--- src/rtl/serial_add_arbiter_if.sv ---
// Bundle of the two requester ports, the result port and the busy flag of serial_add_arbiter.
// Handshakes: a transfer happens on a rising edge where valid and ready are both high; valid may drop without a transfer.
interface serial_add_arbiter_if #(
    parameter int WIDTH = 8
);
    logic             req0_valid;
    logic [WIDTH-1:0] req0_a;
    logic [WIDTH-1:0] req0_b;
    logic             req0_cin;
    logic             req0_ready;

    logic             req1_valid;
    logic [WIDTH-1:0] req1_a;
    logic [WIDTH-1:0] req1_b;
    logic             req1_cin;
    logic             req1_ready;

    logic             out_valid;
    logic             out_ready;
    logic [WIDTH-1:0] out_sum;
    logic             out_cout;
    logic             out_id;
    logic             busy;

    modport master (
        output req0_valid, req0_a, req0_b, req0_cin,
        output req1_valid, req1_a, req1_b, req1_cin,
        output out_ready,
        input  req0_ready, req1_ready,
        input  out_valid, out_sum, out_cout, out_id, busy
    );

    modport slave (
        input  req0_valid, req0_a, req0_b, req0_cin,
        input  req1_valid, req1_a, req1_b, req1_cin,
        input  out_ready,
        output req0_ready, req1_ready,
        output out_valid, out_sum, out_cout, out_id, busy
    );
endinterface

--- src/rtl/serial_add_arbiter.sv ---
// Two requesters share one bit-serial full adder: round-robin grant, WIDTH LSB-first add cycles,
// then the result is held on a valid/ready port until taken.
module full_adder (
    input  logic a,
    input  logic b,
    input  logic cin,
    output logic s,
    output logic cout
);
    assign s    = a ^ b ^ cin;
    assign cout = (a & b) | (cin & (a ^ b));
endmodule

module serial_add_arbiter #(
    parameter  int WIDTH = 8,
    localparam int CNT_W = $clog2(WIDTH + 1)
) (
    input  logic                  clk,
    input  logic                  rst,
    serial_add_arbiter_if.slave   bus,
    output logic [1:0]            dbg_state
);
    typedef enum logic [1:0] {
        IDLE = 2'd0,
        ADD  = 2'd1,
        DONE = 2'd2
    } state_t;

    state_t           state;
    state_t           state_n;
    logic [WIDTH-1:0] a_sh;
    logic [WIDTH-1:0] b_sh;
    logic [WIDTH-1:0] sum_sh;
    logic             carry;
    logic [CNT_W-1:0] cnt;
    logic             id;
    logic             last_grant;
    logic             grant0;
    logic             grant1;
    logic             fa_s;
    logic             fa_cout;

    full_adder u_fa (
        .a    (a_sh[0]),
        .b    (b_sh[0]),
        .cin  (carry),
        .s    (fa_s),
        .cout (fa_cout)
    );

    // On a conflict the requester that did not win last time gets the grant.
    always_comb begin
        state_n = state;
        grant0  = 1'b0;
        grant1  = 1'b0;
        case (state)
            IDLE: begin
                grant0 = bus.req0_valid & (~bus.req1_valid | last_grant);
                grant1 = bus.req1_valid & (~bus.req0_valid | ~last_grant);
                if (grant0 | grant1) state_n = ADD;
            end
            ADD: begin
                if (cnt == CNT_W'(WIDTH - 1)) state_n = DONE;
            end
            DONE: begin
                if (bus.out_ready) state_n = IDLE;
            end
            default: state_n = IDLE;
        endcase
    end

    always_ff @(posedge clk) begin
        if (rst) begin
            state      <= IDLE;
            a_sh       <= '0;
            b_sh       <= '0;
            sum_sh     <= '0;
            carry      <= 1'b0;
            cnt        <= '0;
            id         <= 1'b0;
            last_grant <= 1'b1;
        end else begin
            state <= state_n;
            case (state)
                IDLE: begin
                    if (grant0 | grant1) begin
                        a_sh       <= grant1 ? bus.req1_a : bus.req0_a;
                        b_sh       <= grant1 ? bus.req1_b : bus.req0_b;
                        carry      <= grant1 ? bus.req1_cin : bus.req0_cin;
                        id         <= grant1;
                        last_grant <= grant1;
                        cnt        <= '0;
                    end
                end
                ADD: begin
                    // Sum bits enter at the MSB so bit 0 lands at the LSB after WIDTH shifts.
                    a_sh   <= a_sh >> 1;
                    b_sh   <= b_sh >> 1;
                    sum_sh <= (sum_sh >> 1) | (WIDTH'(fa_s) << (WIDTH - 1));
                    carry  <= fa_cout;
                    cnt    <= cnt + CNT_W'(1);
                end
                default: ;
            endcase
        end
    end

    assign bus.req0_ready = grant0;
    assign bus.req1_ready = grant1;
    assign bus.out_valid  = (state == DONE);
    assign bus.out_sum    = sum_sh;
    assign bus.out_cout   = carry;
    assign bus.out_id     = id;
    assign bus.busy       = (state != IDLE);
    assign dbg_state      = state;
endmodule

--- src/flat_wrapper.sv ---
// flat-port wrapper written by rule: the top's interface ports become plain ports
module serial_add_arbiter_flat 
#(
    parameter  int WIDTH = 8,
    localparam int CNT_W = $clog2(WIDTH + 1)
)
  (clk, rst, dbg_state, bus_req0_valid, bus_req0_a, bus_req0_b, bus_req0_cin, bus_req1_valid, bus_req1_a, bus_req1_b, bus_req1_cin, bus_out_ready, bus_req0_ready, bus_req1_ready, bus_out_valid, bus_out_sum, bus_out_cout, bus_out_id, bus_busy);
  serial_add_arbiter_if #(.WIDTH(WIDTH)) bus_i ();
  input  logic clk;
  input  logic rst;
  output logic [1:0] dbg_state;
  input wire logic [$bits(bus_i.req0_valid)-1:0] bus_req0_valid;
  input wire logic [$bits(bus_i.req0_a)-1:0] bus_req0_a;
  input wire logic [$bits(bus_i.req0_b)-1:0] bus_req0_b;
  input wire logic [$bits(bus_i.req0_cin)-1:0] bus_req0_cin;
  input wire logic [$bits(bus_i.req1_valid)-1:0] bus_req1_valid;
  input wire logic [$bits(bus_i.req1_a)-1:0] bus_req1_a;
  input wire logic [$bits(bus_i.req1_b)-1:0] bus_req1_b;
  input wire logic [$bits(bus_i.req1_cin)-1:0] bus_req1_cin;
  input wire logic [$bits(bus_i.out_ready)-1:0] bus_out_ready;
  output wire logic [$bits(bus_i.req0_ready)-1:0] bus_req0_ready;
  output wire logic [$bits(bus_i.req1_ready)-1:0] bus_req1_ready;
  output wire logic [$bits(bus_i.out_valid)-1:0] bus_out_valid;
  output wire logic [$bits(bus_i.out_sum)-1:0] bus_out_sum;
  output wire logic [$bits(bus_i.out_cout)-1:0] bus_out_cout;
  output wire logic [$bits(bus_i.out_id)-1:0] bus_out_id;
  output wire logic [$bits(bus_i.busy)-1:0] bus_busy;
  assign bus_i.req0_valid = bus_req0_valid;
  assign bus_i.req0_a = bus_req0_a;
  assign bus_i.req0_b = bus_req0_b;
  assign bus_i.req0_cin = bus_req0_cin;
  assign bus_i.req1_valid = bus_req1_valid;
  assign bus_i.req1_a = bus_req1_a;
  assign bus_i.req1_b = bus_req1_b;
  assign bus_i.req1_cin = bus_req1_cin;
  assign bus_i.out_ready = bus_out_ready;
  assign bus_req0_ready = bus_i.req0_ready;
  assign bus_req1_ready = bus_i.req1_ready;
  assign bus_out_valid = bus_i.out_valid;
  assign bus_out_sum = bus_i.out_sum;
  assign bus_out_cout = bus_i.out_cout;
  assign bus_out_id = bus_i.out_id;
  assign bus_busy = bus_i.busy;
  serial_add_arbiter #(.WIDTH(WIDTH)) u_core (.clk(clk), .rst(rst), .bus(bus_i), .dbg_state(dbg_state));
endmodule
--- config.mk ---
export PLATFORM = sky130hd
export DESIGN_NAME = serial_add_arbiter_flat
export DESIGN_NICKNAME = d
export VERILOG_FILES = /design/src/rtl/serial_add_arbiter_if.sv /design/src/rtl/serial_add_arbiter.sv /design/src/flat_wrapper.sv
export SDC_FILE = /design/constraint.sdc
export NUM_CORES = 1
export LEC_CHECK = 0
export BUFFER_PORTS_ARGS = -buffer_cell sky130_fd_sc_hd__buf_2
export CAP_MARGIN = 20
export CORE_MARGIN = 5
export CORE_UTILIZATION = 52
export DETAILED_ROUTE_END_ITERATION = 10
export GPL_ROUTABILITY_DRIVEN = 0
export PLACE_DENSITY = 0.89
export SYNTH_ARGS = -nofsm -noshare
export SYNTH_HDL_FRONTEND = slang
export SYNTH_SLANG_ARGS = --single-unit
--- constraint.sdc ---
create_clock -name clk -period 1.4 [get_ports clk]
set_input_delay 0.28 -clock clk [delete_from_list [all_inputs] [get_ports clk]]
set_output_delay 0.28 -clock clk [all_outputs]
set_load 0.005 [all_outputs]
After elaboration in Yosys (flattened, before gate mapping) --
Index checks and enable logic that the tools add are counted.
Word-level totals: input bits 39, output and inout bits 16, logic and storage cells 54, bits in registers 33
Cells by class: reduce and logical (&&, ||, !) cells 6, bitwise gates (word level) 15, muxes and demuxes 17, $add $sub $neg 1, equality and inequality tests 7
Operators by type and width (count):
- two-way mux 8 bit | 4
- case mux 8 bit (2 select lines) | 2
- bitwise OR 7 x 8 -> 8 bit | 1
- case mux 4 bit (2 select lines) | 1
- two-way mux 2 bit | 3
- inequality test 2 x 1 -> 1 bit, second input constant | 3
- case mux 2 bit (3 select lines) | 1
- bitwise OR 1 bit | 5
- adder 4 x 1 -> 4 bit, second input constant | 1
- AND 1 bit | 4
- equality test 4 x 3 -> 1 bit, second input constant | 1
- two-way mux 1 bit | 4
- two-way mux 4 bit | 1
- AND reduction 2 bit | 2
- nonzero test 2 bit | 2
- NOT 1 bit | 3
- AND reduction 3 bit | 1
- equality test 2 x 1 -> 1 bit, second input constant | 1
- equality test 2 bit, second input constant | 1
- logical NOT 2 bit | 1
- inequality test 2 bit, second input constant | 1
- case mux 1 bit (2 select lines) | 1
- bitwise XOR 1 bit | 2

Logic depth before layout (Yosys ltp) --
depth after elaboration 7, mapped depth 6

By module --
Synthesis repeated with hierarchy kept, for this count alone.
Unflattened totals: cell total of the unflattened synthesis 183, area total of the unflattened synthesis 1605.3 µm²
Modules (own cells, without submodules):
- serial_add_arbiter | area an instance 1585.3 µm², cells an instance 182, times used 1, sequential area each 660.6 µm²
- full_adder | area an instance 20.0 µm², cells an instance 1, times used 1, sequential area each 0.0 µm²

Worst setup path after synthesis --
No wires, ideal clock.
kind reg2out, from register u_core.state[0] (netlist: u_core.dbg_state[0]), to output bus_req0_ready, arrival 0.983 ns, path buffers 1, cell stages (with the launch flop) 4, path slack 0.137 ns, cells stage by stage dfxtp_1 > clkbuf_1 > nor2_1 > and3_1
On the way: word-level cells in the longest chain between the ends 2
Ends and longest elaborated chain:
- start: declaration | line serial_add_arbiter.sv:29 | state_t state;
- start signal: assignment | line serial_add_arbiter.sv:83 | state <= state_n;
- logical NOT 2 bit | line serial_add_arbiter.sv:56 | case (state)
- two-way mux 1 bit | line serial_add_arbiter.sv:56
- end: declaration | line flat_wrapper.sv:21 | output wire logic [$bits(bus_i.req0_ready)-1:0] bus_req0_ready;
Every way passes these cells.

Final worst setup path --
from register u_core.state[0] (netlist: u_core.dbg_state[0]), to output bus_req1_ready
On the way: word-level cells in the longest chain between the ends 2
Ends and longest elaborated chain:
- logical NOT 2 bit | line serial_add_arbiter.sv:56
- two-way mux 1 bit | line serial_add_arbiter.sv:56
- end: declaration | line flat_wrapper.sv:22 | output wire logic [$bits(bus_i.req1_ready)-1:0] bus_req1_ready;
Every way passes these cells.

==> flow_metrics.tcl <==
set metrics [dict create \
    clock_skew_ns 0.005956 \
    drv_slew 0 \
    portBuffers 54 \
    grt_pass1_vias 1747 \
    clockBufferDepth 2 \
    crit_path_start_kind "flop" \
    antenna_found_initial 0 \
    period_share_pct 102.2 \
    cts_buffers 5 \
    whs_path_depth 3 \
    reg2regPathDepth 6 \
    fmax_mhz 699.2 \
    dr.pass1.iters 5 \
    finalCriticalPeriod_ns 1.430 \
    synth_nets 271 \
    drive_gt1_share_pct 37.71 \
    pwr-share-comb_pct 20.3 \
    status "complete, but fails checks" \
    ir_worst_vdd_v 0.0004662 \
    clk-insertion-delay-late_ns 0.28 \
    drv_cap 0 \
    fin_ws_ns -0.03023 \
    io_pins 55 \
    fp.dieH_um 70.70 \
    htreeDepth 2 \
    critical_path_class "flop to output port" \
    ctsHoldBuffers 0 \
    syn-cell-area_um2 1916 \
    core_area_um2 3606 \
    area_delta_synth_final_pct 28.54 \
    vias_per_cell 5.945 \
    grt_max_degree 19 \
    place_ws_ns -0.06070 \
    critPathArrivalTime_ns 1.15 \
    power.share.clock_pct 34.3 \
    ant_nets 0 \
    worstMarginPinSlew_ns 0.3624 \
    fillers 279 \
    pwr-share-seq_pct 45.4 \
    hp-class "input pin to flop" \
    ys_seq_elements 33 \
    wl_per_cell_um 15.84 \
    swShare_pct 27.60 \
    fin_nets 337 \
    critPathCaptureType "output port" \
    relSlewSlack_pct 75.76 \
    required_ns 1.12 \
    power_leakage_uw 0.001010 \
    grt_pass1_wl_mm 8.245 \
    rsz0062_at_grt "true" \
    initial_utilization_pct 53.12 \
    p_switching_uw 634.3 \
    wl_mm 5.464 \
    clk_pin_slew_ns 0.07 \
    synth.distinct_cells 34 \
    grt-ovfl-total 0 \
    failed_checks "negative setup slack" \
    die-width_um 70.70 \
    yosysSeqAreaShare_pct 34.49 \
    power_density_nw_per_um2 933.2 \
    finalHoldViolCount 0 \
    vias 2051 \
    yosysWarnings 0 \
    rows 22 \
    remaining_drc_errors 0 \
    track_usage_pct 20.05 \
    syn_inst 230 \
    setup_viol 4 \
    crit_path_max_fanout 5 \
    first_iter_violations 239 \
    p_int_uw 1664 \
    antenna_cells 0 \
    root_buffer "clkbuf_8" \
    die_area_um2 4998 \
    p_total_uw 2298 \
    cts_tree "done" \
    hpwl_mm 3.572 \
    avgSynthCellArea_um2 8.329 \
    cts.sinks 33 \
]
## flip-flops by register name, summed over array words and instances, names as in the netlist
signal,flops
u_core.a_sh,8
u_core.b_sh,8
u_core.bus.out_sum,8
u_core.cnt,4
u_core.dbg_state,2
u_core.bus.out_cout,1
u_core.bus.out_id,1
u_core.last_grant,1
## cells by family after synthesis
family          count (synthesis)  share of synthesized area (%)
compound gates                 71                          25.74
buf+inv                        32                          10.06
fa+ha+maj                       2                          1.698
flops                          33                          34.49
simple gates                   92                          28.02
## worst max-delay path, cell delays in order, from the launching register on
cell and delay (ns):
dfxtp_2 0.34, buf_6 0.13, nor2_4 0.13, nand2_2 0.08
nor2_2 0.08, buf_2 0.11
## area by class of cell
cell class                      instances  area (um^2)  area share (%)
Inverter                                6        22.52          0.9146
Sequential cell                        33        666.9           27.08
Timing Repair Buffer                   85        519.2           21.09
Tap cell                               48        60.06           2.439
Multi-Input combinational cell        165         1092           44.36
Clock buffer                            7        96.34           3.913
Clock inverter                          1        5.005          0.2033
## synth_stat cells
cell type	count	area share, %
a211oi_1	16	6.3
a21oi_1	14	3.7
a22oi_1	3	1.2
and2_4	1	0.46
and2b_4	1	0.52
and3_1	2	0.65
buf_2	10	2.6
buf_4	4	1.6
buf_6	6	3.5
clkbuf_1	6	1.2
dfxtp_1	33	34
fa_1	1	1.0
ha_1	1	0.65
inv_1	6	1.2
nand2_1	20	3.9
nand2_2	1	0.33
nand2b_1	18	5.9
nand3_1	16	4.2
nand4_1	2	0.65
nor2_1	6	1.2
nor2_4	1	0.59
nor2b_1	2	0.65
nor3_2	1	0.52
nor3b_2	1	0.65
nor4_1	12	3.9
nor4_2	3	2.0
o211ai_1	16	6.3
o21ai_0	3	0.78
o31ai_1	17	6.7
o32ai_1	2	0.91
or2b_1	1	0.39
or3_1	1	0.33
or3b_1	1	0.46
or4_1	2	0.78
## worst paths after layout
kind | slack, ns | start | endpoint
max | -0.03 | u_core.dbg_state[0]$_SDFFE_PP0P_ | bus_req1_ready
min reg2reg | 0.45 | u_core.bus.out_sum[0]$_SDFFE_PP0P_ | u_core.bus.out_sum[0]$_SDFFE_PP0P_
min | 0.30 | bus_out_ready | u_core.dbg_state[1]$_SDFFE_PP0P_
max reg2reg | 0 | u_core.dbg_state[1]$_SDFFE_PP0P_ | u_core.a_sh[3]$_SDFFE_PP0P_
## power by group through the flow
stage	Clock, uW	Combinational (uW)	Sequential (uW)
global placement	0	408	1060
finish	788	466	1040
detailed placement	0	419	1060
floorplan	0	291	1060
CTS	796	436	1040
global route	829	508	1050
## through the flow
| stage | TNS (ns) | hold WS [ns] | instances | utilization (%) | area, um^2 |
|---|---|---|---|---|---|
| floorplan | 0 | 0.3491 | 230 | - | 1916 |
| global placement | 0 | 0.4394 | 327 | 62.01 | 2236 |
| detailed placement | -0.1072 | 0.4483 | 327 | 62.01 | 2236 |
| CTS | -0.06629 | 0.2646 | 340 | 66.55 | 2400 |
| global route | -0.7057 | 0.3056 | 345 | 68.29 | 2462 |
| finish | -0.08220 | 0.2978 | 345 | 68.29 | 2462 |
## per-layer routing
metal	track usage, %	routed length [um]	share of wire [%]
met1	27.15	2200	40
met2	30.90	2680	49
met3	3.835	434	7.9
met4	8.977	148	2.7
met5	0	0	0
## repair_timing
| action | 4_1_cts | 5_1_grt |
|---|---|---|
| buffers inserted | 5 | 4 |
| gates resized for setup | 8 | 8 |
| pin swaps | 3 | 7 |
| endpoints found under the setup margin | 8 | 17 |
| gates cloned | 0 | 1 |
## cells in the final DEF, fill, tap and decap left out, types with 4 or more instances in the layout
cell | Yosys | layout
o31ai_1 | 17 | 17
clkbuf_8 | 0 | 7
nor4_2 | 3 | 5
a21oi_1 | 14 | 14
a211oi_1 | 16 | 16
nand2b_1 | 18 | 18
inv_1 | 6 | 6
nor2_1 | 6 | 4
buf_2 | 10 | 55
o211ai_1 | 16 | 16
buf_4 | 4 | 25
dfxtp_1 | 33 | 30
buf_6 | 6 | 5
nand3_1 | 16 | 16
nor4_1 | 12 | 10
nand2_1 | 20 | 19
No activity file was read; power rests on OpenSTA's default activity.
